--- src/rtl/lpf_iq_scheduler.sv ---
// Shared serial moving-average low-pass filter for the I and Q channels, fed by an internal sample-rate divider.
// Optional feature: define LPF_SAT_EN to saturate outputs instead of wrapping them.
module lpf_iq_scheduler #(
  parameter int DATA_WIDTH   = 7,
  parameter int TAPS         = 4,
  parameter int ACC_WIDTH    = 11,
  parameter int SHIFT        = 3,
  parameter int SYS_CLK_FREQ = 6_400_000,
  parameter int SAMPLE_RATE  = 800
) (
  input  logic                         clk,
  input  logic                         rst,
  input  logic                         start,
  input  logic signed [DATA_WIDTH-1:0] i_in,
  input  logic signed [DATA_WIDTH-1:0] q_in,
  output logic signed [DATA_WIDTH-1:0] i_out,
  output logic signed [DATA_WIDTH-1:0] q_out,
  output logic                         out_valid,
  output logic                         busy,
  output logic                         overrun
);

  localparam int SAMPLE_DIV = SYS_CLK_FREQ / SAMPLE_RATE;
  localparam int CNT_W      = (SAMPLE_DIV > 1) ? $clog2(SAMPLE_DIV) : 1;
  localparam int TAP_W      = $clog2(TAPS);
  localparam logic [CNT_W-1:0] CNT_LAST = CNT_W'(SAMPLE_DIV - 1);
  localparam logic [TAP_W-1:0] TAP_LAST = TAP_W'(TAPS - 1);

  typedef enum logic [1:0] {IDLE, ACC_I, ACC_Q, DONE} state_t;

  state_t                         state;
  state_t                         state_next;
  logic [CNT_W-1:0]               count;
  logic                           tick;
  logic signed [DATA_WIDTH-1:0]   i_taps [TAPS];
  logic signed [DATA_WIDTH-1:0]   q_taps [TAPS];
  logic [TAP_W-1:0]               tap_idx;
  logic signed [ACC_WIDTH-1:0]    acc;
  logic signed [ACC_WIDTH-1:0]    acc_shifted;
  logic signed [DATA_WIDTH-1:0]   hold_i;
  logic signed [DATA_WIDTH-1:0]   result;

  always_ff @(posedge clk or negedge rst) begin
    if (!rst)                   count <= '0;
    else if (!start)            count <= '0;
    else if (count == CNT_LAST) count <= '0;
    else                        count <= count + 1'b1;
  end

  assign tick = start && (count == CNT_LAST);
  assign busy = (state != IDLE);

  always_ff @(posedge clk or negedge rst) begin
    if (!rst) state <= IDLE;
    else      state <= state_next;
  end

  always_comb begin
    state_next = state;
    case (state)
      IDLE:    if (tick) state_next = ACC_I;
      ACC_I:   if (tap_idx == TAP_LAST) state_next = ACC_Q;
      ACC_Q:   if (tap_idx == TAP_LAST) state_next = DONE;
      DONE:    state_next = IDLE;
      default: state_next = IDLE;
    endcase
  end

  // Floor division by 2^SHIFT, then narrowed to the output width.
  assign acc_shifted = acc >>> SHIFT;

`ifdef LPF_SAT_EN
  localparam logic signed [DATA_WIDTH-1:0] OUT_MAX = {1'b0, {(DATA_WIDTH-1){1'b1}}};
  localparam logic signed [DATA_WIDTH-1:0] OUT_MIN = {1'b1, {(DATA_WIDTH-1){1'b0}}};

  always_comb begin
    result = acc_shifted[DATA_WIDTH-1:0];
    if (acc_shifted > ACC_WIDTH'(OUT_MAX))      result = OUT_MAX;
    else if (acc_shifted < ACC_WIDTH'(OUT_MIN)) result = OUT_MIN;
  end
`else
  always_comb begin
    result = acc_shifted[DATA_WIDTH-1:0];
  end
`endif

  always_ff @(posedge clk or negedge rst) begin
    if (!rst) begin
      for (int k = 0; k < TAPS; k++) begin
        i_taps[k] <= '0;
        q_taps[k] <= '0;
      end
      tap_idx   <= '0;
      acc       <= '0;
      hold_i    <= '0;
      i_out     <= '0;
      q_out     <= '0;
      out_valid <= 1'b0;
      overrun   <= 1'b0;
    end else begin
      out_valid <= 1'b0;
      // A tick that lands while the engine is busy is discarded and flagged.
      if (!start)                      overrun <= 1'b0;
      else if (tick && state != IDLE)  overrun <= 1'b1;

      case (state)
        IDLE: begin
          if (tick) begin
            for (int k = TAPS - 1; k > 0; k--) begin
              i_taps[k] <= i_taps[k-1];
              q_taps[k] <= q_taps[k-1];
            end
            i_taps[0] <= i_in;
            q_taps[0] <= q_in;
            acc       <= '0;
            tap_idx   <= '0;
          end
        end
        ACC_I: begin
          acc     <= acc + ACC_WIDTH'(i_taps[tap_idx]);
          tap_idx <= (tap_idx == TAP_LAST) ? '0 : tap_idx + 1'b1;
        end
        ACC_Q: begin
          if (tap_idx == '0) begin
            hold_i <= result;
            acc    <= ACC_WIDTH'(q_taps[0]);
          end else begin
            acc    <= acc + ACC_WIDTH'(q_taps[tap_idx]);
          end
          tap_idx <= (tap_idx == TAP_LAST) ? '0 : tap_idx + 1'b1;
        end
        DONE: begin
          i_out     <= hold_i;
          q_out     <= result;
          out_valid <= 1'b1;
        end
        default: ;
      endcase
    end
  end

endmodule

--- config.mk ---
export PLATFORM = sky130hd
export DESIGN_NAME = lpf_iq_scheduler
export DESIGN_NICKNAME = d
export VERILOG_FILES = /design/src/rtl/lpf_iq_scheduler.sv
export SDC_FILE = /design/constraint.sdc
export NUM_CORES = 1
export LEC_CHECK = 0
export BUFFER_PORTS_ARGS = -buffer_cell sky130_fd_sc_hd__buf_2
export CORE_MARGIN = 2
export CORE_UTILIZATION = 45
export CTS_CLUSTER_DIAMETER = 40
export CTS_CLUSTER_SIZE = 40
export DETAILED_ROUTE_END_ITERATION = 10
export PLACE_DENSITY = 0.64
export SLEW_MARGIN = 10
export SYNTH_ARGS = -nofsm -noshare
export SYNTH_HDL_FRONTEND = slang
export SYNTH_SLANG_ARGS = --single-unit
--- constraint.sdc ---
create_clock -name clk -period 4.7 [get_ports clk]
set_input_delay 0.235 -clock clk [delete_from_list [all_inputs] [get_ports clk]]
set_output_delay 0.235 -clock clk [all_outputs]
set_load 0.01 [all_outputs]
# --- Word-level counts from Yosys, hierarchy flattened ---
# Cells that the tools add are included.
word_totals:
  elab_cells: 66
  reg_bits: 107
  out_inout_bits: 17
op_classes:
  addsub: 4
  n_eq_ne: 9
  n_bitwise: 1
  muxes: 21
  n_reduce_logical: 13
  order_cmp: 1
op_table:
  columns: ["cell", "count"]
  rows:
  - ["$pmux W11 S3", 1]
  - ["$bmux W7 S2", 2]
  - ["$mux W7", 4]
  - ["$mux W13", 2]
  - ["$add A11 B7 Y11", 2]
  - ["$mux W11", 2]
  - ["$add A13 B1 Y13 const B", 1]
  - ["$eq A13 B13 Y1 const B", 1]
  - ["$mux W2", 5]
  - ["$pmux W2 S4", 1]
  - ["$reduce_and A2 Y1", 4]
  - ["$eq A2 B2 Y1 const B", 3]
  - ["$ne A2 B2 Y1 const B", 3]
  - ["$logic_not A2 Y1", 2]
  - ["$pmux W2 S2", 1]
  - ["$reduce_bool A2 Y1", 2]
  - ["$ge A3 B3 Y1 const B", 1]
  - ["$mux W1", 3]
  - ["$not A2 Y3", 1]
  - ["$reduce_and A3 Y1", 1]
  - ["$reduce_bool A3 Y1", 1]
  - ["$add A2 B1 Y2 const B", 1]
  - ["$eq A2 B1 Y1 const B", 1]
  - ["$logic_and A1 B1 Y1", 2]
  - ["2 further kinds", 2]

# --- Longest topological paths before layout ---
# Gate-level depths: netlist of run 1.
depth:
  ltp_word: 7
  ltp_mapped: 12

# --- Worst setup path before layout of run 1 ---
# No wires, ideal clock.
synth_timing:
  path_kind: "register to register"
  start: "reg tap_idx[0]"
  end: "reg acc[8]"
  path_stages_with_launch: 12
  path_buffers: 2
  arrival_ns: 3.284
  path_slack_ns: 1.290
  setup_time_ns: 0.126
  period_less_slack_ns: 3.410
  cell_sequence: "dfrtp_1 -> buf_6 -> buf_1 -> mux4_2 -> ha_1 -> fa_1 -> a21o_1 -> a21o_1 -> a221oi_1 -> xor2_1 -> o21ai_0 -> a221o_1"
synth_via:
  elab_chain_cells: 7
synth_rtl:
  columns: ["item", "line", "text"]
  rows:
  - ["start, declared", "37", "logic [TAP_W-1:0] tap_idx;"]
  - ["start signal, assigned", "121", "tap_idx <= (tap_idx == TAP_LAST) ? '0 : tap_idx + 1'b1;"]
  - ["start signal, assigned", "130", "tap_idx <= (tap_idx == TAP_LAST) ? '0 : tap_idx + 1'b1;"]
  - ["$not A2 Y3 (not written as such)", "120, 128", null]
  - ["$bmux W7 S2", "128", "acc <= acc + ACC_WIDTH'(q_taps[tap_idx]);"]
  - ["$mux W7 (not written as such) (2 in series)", "128", null]
  - ["$add A11 B7 Y11", "128", null]
  - ["$mux W11", "124", "if (tap_idx == '0) begin"]
  - ["$pmux W11 S3 *", "106", "case (state)"]
  - ["end signal, assigned", "120", "acc <= acc + ACC_WIDTH'(i_taps[tap_idx]);"]
  - ["end signal, assigned", "126", "acc <= ACC_WIDTH'(q_taps[0]);"]
  - ["end signal, assigned", "128", null]
  - ["end, declared", "38", "logic signed [ACC_WIDTH-1:0] acc;"]
# Every way passes the cells marked *; elsewhere a longest branch is shown, timed or not. The select of a mux whose other input is x is not followed.
# A chain may end at the register's enable or synchronous reset.

# --- Worst setup path after layout of run 1 ---
layout_timing:
  start: "reg tap_idx[1]"
  end: "reg acc[8]"
# Same word-level chain as after synthesis.

==> impl_summary.txt, run 1 <==
----------------------------------------------------
[Run status]
  Result of the run ... finished with violations
  Violations in the final reports ... hold timing

[Hold path]
  Hold Path Class ... in2async

[CTS]
  Number of H-tree branching levels ... 3
  Library cell used as clock root buffer ... clkbuf_16
  CTS hold repair buffers ... 0
  Quantity of gates resized following cts ... 0
  Clock-pin slew on the worst setup and hold paths ... 60 ps
  Total clock sinks ... 106
  Source-to-sink clock delay at the later pin of the worst-skew pair ... around 350 ps
  Number of clock buffers inserted by TritonCTS ... 9
  Setup Fix Bufs, Post-CTS ... 0
  CTS tree ... done
  Clock buffer depth ... 2

[Pwr]
  Net Sw Power ... ~360 uW
  Fraction of power consumed by combinational cells ... under 10%
  Lkg Pwr ... roughly 0.0030 uW
  Sw frac ... 20.58%
  Clock share of power ... between 40% and 50%
  Power density over the cells ... 289.7 nW/um^2
  IR drop worst, VDD ... 0.0002407 V
  Reg power frac ... between 50% and 60%
  Internal Pwr Total ... 1375 uW

[STA]
  Smallest hold slack ... -12.21 ps
  Fin crit share ... 69.45%
  Setup repair after global routing missed its margin ... no
  Final hold violation count ... 2
  Slew at the pin closest to its max-slew limit ... approximately 860 ps
  Final Setup Violations ... 0
  Max Slew Vio Count ... 0
  Achievable Freq ... between 300 and 400 MHz
  Post-route clock skew ... about 5.7 ps
  TNS Setup ... 0 ps
  Final worst path period need ... roughly 3300 ps
  Relative slew slack ... between 40% and 50%

[Logic synthesis]
  Main flop type after synthesis ... dfrtp_1
  Average cell area after synthesis ... around 13 um^2
  Most area-consuming cells after synthesis ... dfrtp_1 (49%), mux2_2 (17%), mux4_2 (5.8%)
  Instance count of the mapped netlist ... between 400 and 500
  Yosys warning count ... 0
  Leading area contributor after synthesis ... dfrtp_1
  Number of storage elements in the synthesis netlist ... around 110
  Post-synthesis cell type count ... 45
  Post-Synthesis Cell Area ... roughly 5400 um^2
  Share of the yosys chip area belonging to registers ... roughly 49%
  Top-area cell type share of the netlist area ... between 40% and 50%
  Fraction of synthesis flops using an asynchronous set or reset pin ... between 90% and 100%
  Mapped Nets ... 462
  Number of enable flip-flop cells after synthesis ... 0

[Routing]
  Number of nets with antenna violations after routing ... 0
  Vias per inst ... 5.696
  Via total after detailed routing ... 3412
  First-pass DRT Iterations ... 4
  Wire length after detailed routing ... 9.828 mm
  Drt initial violations ... 244
  WL/cell ... between 15 and 20 um
  Post-route DRC ... 0

[Critical path]
  Largest fanout on the critical path ... 17
  Highest-delay cell along the critical path ... dfrtp_1
  Setup crit start kind ... flop
  Delay of the slowest cell on the worst path ... just over 800 ps
  Data required, critical path ... between 4000 and 5000 ps
  Most frequent cell on the critical path ... a21o_1
  Arrival time of data at the critical path endpoint ... between 3000 and 4000 ps
  Worst-path cell chain ... mux4_2, ha_1, fa_1, a21o_1, a21o_1, a221oi_1, xor2_1, o21ai_0, a221o_1
  Worst setup path class ... reg2reg
  Setup crit end kind ... flop
  Launch point of the critical path ... tap_idx[1]
  Source of the worst register-to-register timing path ... tap_idx[1]
  Register-to-register setup slack ... ~1400 ps

[Global routing]
  Global router's overall resource usage ... between 10% and 20%
  Number of global-route vias before repair ... 3439
  Wire length of the first global-routing pass ... 17.04 mm
  Met2 routing resource usage after global routing ... between 20% and 30%
  Total congestion overflow after global routing ... 0
  Number of antenna violations at the first check in global routing ... 0
  Pin count of the biggest net entering global routing ... just over 70
  Grt peak-use layer ... met2
  Met3 Usage GRT ... 4.729%
  Met1 layer usage reported by global route ... a little under a quarter

[Die]
  Die area ... approximately 13000 um^2
  # rows ... 40
  Die Wd ... 113.9 um
  CORE AREA ... approximately 12000 um^2
  Chip height ... 113.9 um
  Starting density of the core ... between 40% and 50%
  I/O pin total ... 34

[Layout]
  Synthesis-to-layout area growth ... 9.972%
  Fraction of layout instances using a drive strength above 1 ... around a third
  Antenna diode count ... 0
  # nets final ... approximately 490

[Job]
  Number of max-cap violations ... 0

[Placement]
  Count of input and output buffers ... 33
  Placer's final routability congestion estimate ... around 0.93
  Post-DP HPWL ... approximately 7.0 mm

----------------------------------------------------
power by group through the flow:
| stage | Combinational [uW] | Sequential, uW | Clock (uW) |
|---|---|---|---|
| 2_1_floorplan | 38.8 | 943 | 0 |
| 3_3_place_gp | 70.0 | 946 | 0 |
| 3_5_place_dp | 72.4 | 946 | 0 |
| 4_1_cts | 72.7 | 929 | 758 |
| 5_1_grt | 80.9 | 929 | 797 |
| 6_report | 70.7 | 929 | 731 |
critical path: cells and delay by family (launching register included):
kind	cells	cell delay, ps
XOR/XNOR	1	170
multiplexers	1	410
AO/OA/AOI/OAI	5	1100
flip-flops	1	820
adder cells (fa/ha/maj)	2	640
placed cells by master, fill, tap and decap left out, drive strengths merged, types with 3 or more instances in the layout:
cell / count
o21ai: 11
a22oi: 5
nand3: 10
a21o: 5
mux2: 81
xor2: 11
nor2b: 4
o31ai: 3
and3: 10
buf: 35
a221o: 4
mux4: 14
inv: 11
nand2: 19
a21oi: 9
clkbuf: 13
a221oi: 4
dfrtp: 106
nor3: 4
a31oi: 4
and2: 4
ha: 25
nor2: 19
xnor2: 15
routing by layer:
layer / wire length [um] / up-vias
li1: - / 1599
met1: 4671 / 1739
met2: 4657 / 58
met3: 347 / 16
met4: 151 / 0
met5: 0 / -
cells by family (layout without fill, tap and decap cells):
family	after synthesis	after routing	synth area share [%]
buffers and inverters	27	61	2.833
adders and majority gates	27	27	6.495
muxes	95	95	22.59
DFF	106	106	48.83
xor gates and xnor gates	26	26	4.192
and+or+nand+nor	81	81	7.600
AOI/OAI and AO/OA	56	56	7.462
layout make-up:
type                    instances  area (um^2)
clock buffers                  13        250.2
well taps                     147        183.9
inverters                      11        41.29
flip-flops and latches        106         2653
clock inverters                 2        37.54
repair buffers                 35        182.7
fillers                      1087         5937
multi-input cells             285         2626
worst paths after layout:
kind	endpoint	cells past startpoint
setup / recovery	acc[8]	9
max in group asynchronous	i_taps[27]	2
hold / removal	count[5]	1
min in group clk	q_taps[21]	2
setup reg to reg	acc[8]	9
hold reg to reg	count[0]	1
through the flow:
step           total power [uW]  cell area [um^2]  cells  worst slack, ps  util [%]
2_1_floorplan             981.4              5433    418             1290         -
3_3_place_gp               1016              5687    584             1456     47.74
3_5_place_dp               1018              5687    584             1437     47.74
4_1_cts                    1759              5974    599             1432     50.16
5_1_grt                    1808              5974    599             1155     50.16
6_report                   1731              5974    599             1436     50.16
state kept, by name (all words and copies together), names as in the netlist:
name       cells
i_taps        28
q_taps        28
count         13
acc           10
hold_i         7
i_out          7
q_out          7
state          2
tap_idx        2
out_valid      1
overrun        1
cell usage after synthesis (2+ instances only):
library cell	instances
buf_6	7
nor3b_1	2
a21oi_1	9
and2_1	4
nor2_1	19
a21o_1	5
mux4_2	14
dfrtp_1	106
nand3_1	10
and4_1	2
and3_1	10
o21a_1	2
a22oi_1	5
a221o_1	4
inv_1	11
xnor2_1	15
nor2b_1	4
a31oi_1	4
xor2_1	11
buf_1	2
o31ai_1	2
ha_1	25
nor3_1	4
nand2b_1	2
fa_1	2
nand2_1	19
mux2_2	81
clkbuf_1	7
o21ai_0	11
a221oi_1	4
Power figures use the tool's default switching activity.
==> run 2: changes to the inputs <==
Settings changed: PLACE_DENSITY 0.64 to 0.66.
Clock period 4.7 ns to 2.7 ns, I/O delays scaled along.
==> impl_summary.txt, run 2 (synthesis results as in run 1) <==
----------------------------------------------------
[CTS]
  Clock-pin slew on the worst setup and hold paths ... 60 ps (about the same)
  Source-to-sink clock delay at the later pin of the worst-skew pair ... 350 ps (about the same)
  Number of clock buffers inserted by TritonCTS ... 9 (unchanged)
  Total clock sinks ... 106 (unchanged)
  Number of H-tree branching levels ... 3 (unchanged)
  Clock buffer depth ... 2 (unchanged)
  CTS tree ... done (unchanged)
  Library cell used as clock root buffer ... clkbuf_16 (unchanged)

[STA]
  Final worst path period need ... 2770 ps (was 3264 ps)
  Fin crit share ... 102.6% (was 69.45%)
  Smallest hold slack ... 16.63 ps (was -12.21 ps)
  Final hold violation count ... 0 (was 2)
  Final Setup Violations ... 1 (was 0)
  Setup repair after global routing missed its margin ... yes (was no)
  TNS Setup ... -69.50 ps (was 0 ps)
  Achievable Freq ... 361.1 MHz (was 306.4 MHz)
  Worst setup margin ... -69.50 ps (was 1436 ps)
  Slew at the pin closest to its max-slew limit ... 681.3 ps (was 857.7 ps)
  Relative slew slack ... 54.58% (was 42.82%)
  Post-route clock skew ... 4.823 ps (was 5.695 ps)
  Max Slew Vio Count ... 0 (unchanged)

[Hold path]
  Number of cells traversed by the worst hold path ... 2
  Hold Path Class ... in2reg (was in2async)

[Routing]
  Vias per inst ... 5.549 (was 5.696)
  Routed met1 length ... 4.728 mm (was 4.671 mm)
  Met2 Wirelength ... 5.091 mm (was 4.657 mm)
  Post-route DRC ... 0 (unchanged)
  WL/cell ... 16.20 um (was 16.41 um)
  Via total after detailed routing ... 3529 (was 3412)
  First-pass DRT Iterations ... 4 (unchanged)
  Highest routing layer actually used ... met4 (unchanged)
  Number of nets with antenna violations after routing ... 0 (unchanged)
  Wire length after detailed routing ... 10.30 mm (was 9.828 mm)
  Met3 routed WL ... 280 um (was 347 um)
  Drt initial violations ... 151 (was 244)

[Critical path]
  Length in cells of the worst reg-to-reg path ... 9 (unchanged)
  Setup crit end kind ... flop (unchanged)
  Arrival time of data at the critical path endpoint ... 3000 ps (was 3500 ps)
  Setup crit start kind ... flop (unchanged)
  Data required, critical path ... 2930 ps (was 4940 ps)
  Worst setup path class ... reg2reg (unchanged)
  Largest fanout on the critical path ... 3 (was 17)

[Layout]
  Most used cells in the layout excluding fill and tap cells ... dfrtp_1 (105), mux2_2 (81), buf_4 (33), buf_2 (32) (was dfrtp_1 (106), mux2_2 (81), buf_2 (32), ha_1 (25))
  Registers with the highest flip-flop counts ... i_taps x28, q_taps x28, count x13 (unchanged)
  Antenna diode count ... 0 (unchanged)
  Most frequent standard cell in the layout excluding fill and tap cells ... dfrtp_1 (unchanged)
  Fraction of layout instances using a drive strength above 1 ... 41.72% (was 32.52%)
  # nets final ... 528 (was 492)
  Fill cell count ... 1047 (was 1087)
  Final standard cell count with taps included and fillers excluded ... 636 (was 599)
  Synthesis-to-layout area growth ... 17.89% (was 9.972%)

[Global routing]
  Total congestion overflow after global routing ... 0 (unchanged)
  Pin count of the biggest net entering global routing ... 61 (was 71)
  Wire length of the first global-routing pass ... 17.46 mm (was 17.04 mm)
  Global router's overall resource usage ... 17.15% (was 16.88%)
  Number of global-route vias before repair ... 3617 (was 3439)
  Number of antenna violations at the first check in global routing ... 0 (unchanged)

[Die]
  Chip height ... 113.9 um (unchanged)
  # rows ... 40 (unchanged)
  Die Wd ... 113.9 um (unchanged)
  Die area ... 12970 um^2 (unchanged)
  Starting density of the core ... 45.61% (unchanged)
  CORE AREA ... 11910 um^2 (unchanged)
  I/O pin total ... 34 (unchanged)

[Run status]
  Result of the run ... finished with violations (unchanged)
  Violations in the final reports ... setup timing (was hold timing)

[Pwr]
  IR drop worst, VDD ... 0.0003150 V (was 0.0002407 V)
  Clock share of power ... 41.7% (was 42.2%)
  Lkg Pwr ... 0.003173 uW (was 0.002985 uW)
  Power density over the cells ... 474.6 nW/um^2 (was 289.7 nW/um^2)
  Net Sw Power ... 647.9 uW (was 356.2 uW)
  Fraction of power consumed by combinational cells ... 5.2% (was 4.1%)
  Overall power after layout ... 3040 uW (was 1731 uW)
  Sw frac ... 21.31% (was 20.58%)
  Internal Pwr Total ... 2392 uW (was 1375 uW)
  Reg power frac ... 53.1% (was 53.7%)

[Placement]
  Cells after DPL ... 613 (was 584)
  Placer's final routability congestion estimate ... 0.9272 (was 0.9306)
  Count of input and output buffers ... 33 (unchanged)
  Post-DP HPWL ... 7.403 mm (was 6.965 mm)

[Job]
  Number of max-cap violations ... 0 (unchanged)

----------------------------------------------------
## run 2: cell types whose count changed in the layout (fill, tap and decap cells not counted), moves of 3 or more
cell	before	now
buf_12	0	3
a21oi_2	0	5
ha_1	25	19
buf_4	3	33
ha_4	0	4
a21oi_1	9	4
## run 2: power by group through the flow
stage	Sequential (uW)	Clock, uW	Combinational, uW
after CTS	1610	1310	158
after global routing	1610	1360	178
after detailed placement	1640	0	152
final	1610	1270	158
after global placement	1640	0	149
after floorplan	1640	0	67.8
## run 2: worst paths after layout
check / startpoint / to / slack (ps)
worst max-delay path: tap_idx[0] / acc[8] / -70
worst max register to register: tap_idx[0] / acc[8] / -70
max in group asynchronous: rst / i_out[5] / 1630
worst min-delay path: q_in[2] / q_taps[23] / 20
min in group asynchronous: rst / i_taps[0] / 340
worst min register to register: count[0] / count[0] / 480
## run 2: what timing repair did
item                       CTS  global route
setup endpoints to repair    4             6
hold buffers                 1             0
gates cloned                 0             0
resized for setup           10            12
hold endpoints to repair    46             0
setup buffers                1             5
pin swaps                    4             4
## run 2: metal layers
layer | track usage [%] | vias up
met3 | 4.145 | 17
met1 | 22.54 | 1796
met5 | 0 | -
met2 | 27.86 | 50
met4 | 6.179 | 0
li1 | - | 1666
## run 2: critical path: stages, from the launching register on
cell      delay [ps]
dfrtp_2          410
mux4_2           520
ha_2             200
fa_2             350
a21o_1           180
a21o_1           180
a221oi_2         250
xor2_1           170
o21ai_1           80
a221o_1          320
## run 2: through the flow
| stage | cell area, um^2 | worst slack (ps) | util (%) |
|---|---|---|---|
| floorplan | 5461 | -216.8 | - |
| global placement | 5958 | -111.9 | 50.02 |
| detailed placement | 5958 | -139.4 | 50.02 |
| CTS | 6320 | -66.79 | 53.06 |
| global route | 6405 | -171.5 | 53.77 |
| finish | 6405 | -69.50 | 53.77 |
## run 2: area by class of cell
cell class | instances | area (um^2) | area share [%]
Tap cell | 147 | 183.9 | 2.872
Multi-Input combinational cell | 285 | 2738 | 42.74
Clock buffer | 11 | 232.7 | 3.634
Sequential cell | 106 | 2654 | 41.43
Timing Repair Buffer | 71 | 500.5 | 7.814
Clock inverter | 5 | 55.05 | 0.8595
Inverter | 11 | 41.29 | 0.6447
